===== config.mk =====
export PLATFORM = sky130hd
export DESIGN_NAME = minterm_func_gen
export DESIGN_NICKNAME = d
export VERILOG_FILES = /design/src/rtl/minterm_pkg.sv /design/src/rtl/decoder_n_to_2n.sv /design/src/rtl/minterm_func_gen.sv
export SDC_FILE = /design/constraint.sdc
export NUM_CORES = 1
export LEC_CHECK = 0
export CELL_PAD_IN_SITES_DETAIL_PLACEMENT = 0
export CELL_PAD_IN_SITES_GLOBAL_PLACEMENT = 1
export CORE_UTILIZATION = 35
export DETAILED_ROUTE_END_ITERATION = 8
export PLACE_DENSITY = 0.72
export SKIP_LAST_GASP = 1
export SYNTH_ARGS = -nofsm -noshare
export SYNTH_HDL_FRONTEND = slang
export SYNTH_HIERARCHICAL = 1
export SYNTH_SLANG_ARGS = --single-unit

===== constraint.sdc =====
create_clock -name clk -period 1.85 [get_ports clk]
set_input_delay 0.185 -clock clk [delete_from_list [all_inputs] [get_ports clk]]
set_output_delay 0.185 -clock clk [all_outputs]
set_load 0.01 [all_outputs]

===== src/rtl/minterm_pkg.sv =====
// rtl/minterm_pkg.sv - shared types and helpers for the minterm function generator
package minterm_pkg;

  typedef enum logic [1:0] {
    IDLE   = 2'd0,
    LOAD   = 2'd1,
    COMMIT = 2'd2
  } cfg_state_e;

  // Serial mask bits arrive minterm M-1 first, minterm 0 last.
  localparam bit CFG_MSB_FIRST = 1'b1;

  function automatic int clog2_min1(input int n);
    return (n <= 2) ? 1 : $clog2(n);
  endfunction

endpackage


===== src/rtl/decoder_n_to_2n.sv =====
// rtl/decoder_n_to_2n.sv - registered N-to-2^N one-hot decoder with valid, latency 1
module decoder_n_to_2n #(
  parameter int N = 3,
  localparam int W = 1 << N
) (
  input  logic         clk_i,
  input  logic         rst_ni,
  input  logic         valid_i,
  input  logic [N-1:0] sel_i,
  output logic         valid_o,
  output logic [W-1:0] onehot_o
);

  logic         valid_q, valid_d;
  logic [W-1:0] onehot_q, onehot_d;

  always_comb begin
    valid_d  = valid_i;
    onehot_d = onehot_q;
    if (valid_i) begin
      onehot_d        = '0;
      onehot_d[sel_i] = 1'b1;
    end
  end

  always_ff @(posedge clk_i) begin
    if (!rst_ni) begin
      valid_q  <= 1'b0;
      onehot_q <= '0;
    end else begin
      valid_q  <= valid_d;
      onehot_q <= onehot_d;
    end
  end

  assign valid_o  = valid_q;
  assign onehot_o = onehot_q;

endmodule


===== src/rtl/minterm_func_gen.sv =====
// rtl/minterm_func_gen.sv - pipelined sum-of-minterms generator with serially loaded masks
module minterm_func_gen
  import minterm_pkg::*;
#(
  parameter int N_IN   = 3,
  parameter int N_FUNC = 2,
  localparam int M     = 1 << N_IN,
  localparam int SEL_W = clog2_min1(N_FUNC),
  localparam int CNT_W = $clog2(M) + 1
) (
  input  logic              clk,
  input  logic              rst_n,
  input  logic              in_valid,
  input  logic [N_IN-1:0]   in_vars,
  output logic              out_valid,
  output logic [N_FUNC-1:0] out_f,
  input  logic              cfg_start,
  input  logic [SEL_W-1:0]  cfg_sel,
  input  logic              cfg_bit_valid,
  input  logic              cfg_bit,
  output logic              cfg_busy,
  output logic              cfg_done
);

  cfg_state_e state_q, state_d;

  logic [SEL_W-1:0]           sel_q, sel_d;
  logic [CNT_W-1:0]           cnt_q, cnt_d;
  logic [M-1:0]               shadow_q, shadow_d;
  logic [N_FUNC-1:0][M-1:0]   mask_q, mask_d;
  logic                       out_valid_q, out_valid_d;
  logic [N_FUNC-1:0]          out_f_q, out_f_d;

  logic         start_acc;
  logic         shift_en;
  logic         commit_en;
  logic         dec_valid;
  logic [M-1:0] dec_onehot;

  // Stage 1: registered one-hot decode of the input variables.
  decoder_n_to_2n #(
    .N (N_IN)
  ) u_decoder (
    .clk_i    (clk),
    .rst_ni   (rst_n),
    .valid_i  (in_valid),
    .sel_i    (in_vars),
    .valid_o  (dec_valid),
    .onehot_o (dec_onehot)
  );

  always_ff @(posedge clk) begin
    if (!rst_n) begin
      state_q <= IDLE;
    end else begin
      state_q <= state_d;
    end
  end

  always_comb begin
    state_d = state_q;
    case (state_q)
      IDLE:    if (cfg_start) state_d = LOAD;
      LOAD:    if (cfg_bit_valid && (cnt_q == CNT_W'(M - 1))) state_d = COMMIT;
      COMMIT:  state_d = IDLE;
      default: state_d = IDLE;
    endcase
  end

  always_comb begin
    cfg_busy  = 1'b0;
    cfg_done  = 1'b0;
    start_acc = 1'b0;
    shift_en  = 1'b0;
    commit_en = 1'b0;
    case (state_q)
      IDLE: start_acc = cfg_start;
      LOAD: begin
        cfg_busy = 1'b1;
        shift_en = cfg_bit_valid;
      end
      COMMIT: begin
        cfg_busy  = 1'b1;
        cfg_done  = 1'b1;
        commit_en = 1'b1;
      end
      default: ;
    endcase
  end

  always_comb begin
    sel_d    = sel_q;
    cnt_d    = cnt_q;
    shadow_d = shadow_q;
    if (start_acc) begin
      sel_d = cfg_sel;
      cnt_d = '0;
    end
    if (shift_en) begin
      cnt_d    = cnt_q + 1'b1;
      shadow_d = CFG_MSB_FIRST ? {shadow_q[M-2:0], cfg_bit} : {cfg_bit, shadow_q[M-1:1]};
    end
  end

  // An out-of-range select matches no channel, so the commit writes nothing.
  always_comb begin
    mask_d = mask_q;
    for (int k = 0; k < N_FUNC; k++) begin
      if (commit_en && (sel_q == SEL_W'(k))) begin
        mask_d[k] = shadow_q;
      end
    end
  end

  // Stage 2: OR-plane per channel against the mask live at this edge.
  always_comb begin
    out_valid_d = dec_valid;
    out_f_d     = out_f_q;
    if (dec_valid) begin
      for (int k = 0; k < N_FUNC; k++) begin
        out_f_d[k] = |(dec_onehot & mask_q[k]);
      end
    end
  end

  always_ff @(posedge clk) begin
    if (!rst_n) begin
      sel_q       <= '0;
      cnt_q       <= '0;
      shadow_q    <= '0;
      mask_q      <= '0;
      out_valid_q <= 1'b0;
      out_f_q     <= '0;
    end else begin
      sel_q       <= sel_d;
      cnt_q       <= cnt_d;
      shadow_q    <= shadow_d;
      mask_q      <= mask_d;
      out_valid_q <= out_valid_d;
      out_f_q     <= out_f_d;
    end
  end

  assign out_valid = out_valid_q;
  assign out_f     = out_f_q;

endmodule


After elaboration in Yosys (flattened, before gate mapping) --
Index checks and enable logic that the tools add are counted. W data, S select, Z words.
Storage, ports and cells: register bits after elaboration 43, latch bits 0, memory bits (writable) 0, bits in read-only memories 0, bits of input ports 10, output and inout port bits 5, logic and storage cells 42, memories 0
Operators by class: add/subtract/negate cells 1, multipliers 0, div/mod/pow operators 0, $lt $le $gt $ge 2, equality and inequality tests 5, shift-type cells 0, mux-type cells 11, bitwise gates (word level) 3, reduce and logical (&&, ||, !) cells 10
Operators by type and width (number):
- $and A8 B8 Y8 | 2
- $reduce_or A8 Y1 | 2
- $mux W4 | 2
- $mux W1 | 5
- $add A4 B1 Y4 const B | 1
- $eq A4 B3 Y1 const B | 1
- $logic_and A1 B1 Y1 | 4
- $lt A3 B4 Y1 const B | 1
- $mux W2 | 2
- $ne A2 B2 Y1 const B | 2
- $pmux W2 S2 | 1
- $demux W1 S3 | 1
- $ge A3 B1 Y1 const B | 1
- $eq A2 B1 Y1 const B | 1
- $eq A2 B2 Y1 const B | 1
- $logic_not A2 Y1 | 1
- $reduce_and A2 Y1 | 1
- $reduce_bool A2 Y1 | 1
- $reduce_or A2 Y1 | 1
- $not A1 Y1 | 1

Depth between registers and ports, before layout --
depth in word-level cells 4, depth in mapped cells 7, depth with buffers taken out 5

Modules after synthesis --
The synthesis kept the hierarchy.
Modules (own cells, without submodules):
- minterm_func_gen | instances 1, cells each 160, area an instance 1511.4 sq um, seq. area each 680.7 sq um
- decoder_n_to_2n | instances 1, cells each 36, area an instance 365.4 sq um, seq. area each 180.2 sq um

Worst setup path before layout --
OpenSTA, ideal clock, no wires.
path type reg2reg, start point register state_q[0], end point register mask_q[0] (netlist name), library setup time 0.116 ns, data arrival time 1.243 ns, data required time 1.734 ns, setup slack 0.491 ns, stages on the path, launching flop included 8, path buffers 2, period minus slack after synthesis 1.359 ns, cell sequence dfxtp_1 > inv_1 > ha_1 > buf_6 > nand2b_2 > buf_6 > mux2i_1 > nor2b_1
Between the ends: cells in the longest elaborated chain, start to end 3
RTL lines:
- start, declared | RTL line minterm_func_gen.sv:25 | cfg_state_e state_q, state_d;
- start signal, assigned | RTL line minterm_func_gen.sv:56 | state_q <= state_d;
- $eq A2 B2 Y1
- $mux W1
- net cfg_done | RTL line minterm_func_gen.sv:22 | output logic cfg_done
- $logic_and A1 B1 Y1 | RTL line minterm_func_gen.sv:109 | if (commit_en && (sel_q == SEL_W'(k))) begin
- end signal, assigned | RTL line minterm_func_gen.sv:138 | mask_q <= mask_d;
- end, declared | RTL line minterm_func_gen.sv:30 | logic [N_FUNC-1:0][M-1:0] mask_q, mask_d;
The timed path passes the listed nets, and every way through them passes these cells. A chain may end at the register's enable or synchronous reset.

Worst setup path after layout --
start point register state_q[0], end point output port cfg_done
Between the ends: cells in the longest elaborated chain, start to end 2
RTL lines:
- $eq A2 B2 Y1 | RTL line minterm_func_gen.sv:76 | case (state_q)
- $mux W1 | RTL line minterm_func_gen.sv:76
- end, declared | RTL line minterm_func_gen.sv:22
Every way passes these cells.

==> impl_metrics.toml <==
[sta]
finClkSkew_ps = 5.49
hold_viol = 0
tightest_slew_ps = 370
fin_crit_sh_pct = 94.4
slew_violations = 0
fin_setup_tns_ps = 0
rsz0062_at_grt = "false"
fin_crit_ps = 1750
setup_viol = 0
holdWs_ps = 430
fmax_mhz = 572
slew_headroom_pct = 75.3
fin_ws_ps = 103

[cts]
cts.htree.levels = 2
post_cts_buffers = 0
cts_buffers = 5
worstSkewPairLatency_ps = 290
cts.sinks = 43
cts.hold.buffers_added = 0
cts_max_path_buffers = 2
clk_pin_slew_ps = 80
cts-root-buf = "clkbuf_8"
cts_tree = "yes"

[worst_setup_path]
path_class = "register to primary output"
crit_arrival_ps = 1560
critPathLaunchType = "register"
required_ps = 1660
cp_max_fo = 11
end_kind = "primary output"

[placed_design]
preCtsSetupSlack_ps = 198
post_dp_cell_area_um2 = 2060
hpwl_um = 2420
gp_congestion = 0.734
portBuffers = 14

[global_route]
track_usage_pct = 14.6
overflow = 0
grt_pass1_wl_um = 6100
grt_max_degree = 39
grt_pass1_vias = 1284
antenna_found_initial = 0

[power]
vdd_drop_max_mv = 0.570
p_per_area_nw_per_um2 = 1020
power.leakage_nw = 0.783

[die]
dieArea_um2 = 5660
die_x_um = 75.2
ios = 15
die_y_um = 75.2
start_util_pct = 36.5
num_rows = 26
coreArea_um2 = 5140

[route]
drt_wl_total_um = 3540
via_per_inst = 4.84
wire_per_inst_um = 12.6
dr.pass1.iters = 4
drtIter0Drc = 53
ant_nets = 0
drcViolationCount = 0
vias = 1364

[flow_run]
drv_cap = 0

[finish]
drive_above_1_share_pct = 9.43
finish.utilization_pct = 43.0
seq_area_um2 = 863
n_antenna_cell = 0
area_growth_syn_to_layout_pct = 17.7
fill_cells = 549
layout.nets = 227
final_area_um2 = 2210
multi_input_area_um2 = 948

[synthesis]
yosys.area.top_type_share_pct = 45.9
synthTopCellsByCount = "dfxtp_1, nand2_1, a21boi_1, mux2i_1, nor2b_1"
yosys_warnings = 6
syn-num-nets = 212
syn_avg_cell_area_um2 = 9.58
synthFlopType = "dfxtp_1"
syn_area_um2 = 1880
yosys_register_bits = 43
synth_edf_count = 0
seq_area_frac_synth_pct = 45.9
synthDistinctLibCells = 35
yosys-top-cells-area = "dfxtp_1, nand2_1, a21boi_1"
syn_inst = 196
synth_largest_area_cell = "dfxtp_1"
async_flop_share_pct = 0
synth_most_common_cell = "dfxtp_1"

[worst_hold_path]
worstHoldPathType = "input port to register"

[outcome]
status = "completed"
-- logic make-up (layout without fill, tap and decap cells) --
family	count (synthesis)	in the layout	synth area share (%)
and+or+nand+nor	81	81	24.3
DFF	43	43	45.9
AOI/OAI and AO/OA	42	42	15.7
buffers and inverters	13	29	4.27
muxes	11	11	5.87
adders and majority gates	6	6	4.00
-- cells in the final DEF (no fill, tap or decap), drive strengths merged, types with 6 or more instances in the layout --
cell type	instances
clkbuf	6
nor2b	11
nand2b	8
clkdlybuf4s50	14
a21oi	9
dfxtp	43
mux2i	11
a21boi	18
nand2	34
ha	6
nand3	10
a22oi	6
-- flip-flops by register name, indices dropped and copies added (netlist names) --
name and count:
cnt_q 4, mask_q 16, out_f 2, out_valid 1, sel_q 1, shadow_q 8, state_q 2, u_decoder/onehot_o 8
u_decoder/valid_o 1
-- path summary, 6_finish.rpt --
check | from | end | slack [ps] | depth (start not counted)
worst max-delay path | state_q[0] | cfg_done | 100 | 3
worst min-delay path | cfg_bit | shadow_q[0] | 430 | 3
worst max register to register | state_q[1] | cnt_q[3] | 420 | 5
worst min register to register | mask_q[14] | mask_q[14] | 460 | 2
-- final cells by class --
type | count | share of cell area (%)
multi-input combinational | 140 | 42.9
sequential | 43 | 39.1
timing repair buffer | 17 | 7.36
tap | 70 | 3.96
clock buffer | 6 | 3.28
clock inverter | 2 | 2.72
inverter | 4 | 0.680
-- stage by stage --
step                power [W]  instances
floorplan             0.00131        196
global placement      0.00141        274
detailed placement    0.00141        274
CTS                   0.00229        282
global route          0.00239        282
finish                0.00226        282
-- critical path, stage by stage, from the launching register on --
cell and delay [ps]:
dfxtp_2 340, inv_1 140, ha_4 240, clkdlybuf4s50_1 560
-- routing by layer --
metal / share of wire [%] / global-route usage, % / vias to the layer above
li1: - / - / 715
met1: 52 / 20.5 / 626
met2: 43 / 21.6 / 18
met3: 3.2 / 2.81 / 5
met4: 1.8 / 6.79 / 0
met5: 0 / 0 / -
-- power breakdown --
part           internal [W]  leakage, nW  switching, W  total [W]
logic              0.000191        0.369      0.000220   0.000411
clock network      0.000540       0.0654      0.000314   0.000853
registers          0.000964        0.349     0.0000316   0.000996
-- timing repair --
item / CTS / global route
endpoints found under the setup margin: 1 / 1
resized for setup: 2 / 2
hold endpoints to repair: 0 / 0
Power figures use the tool's default switching activity.
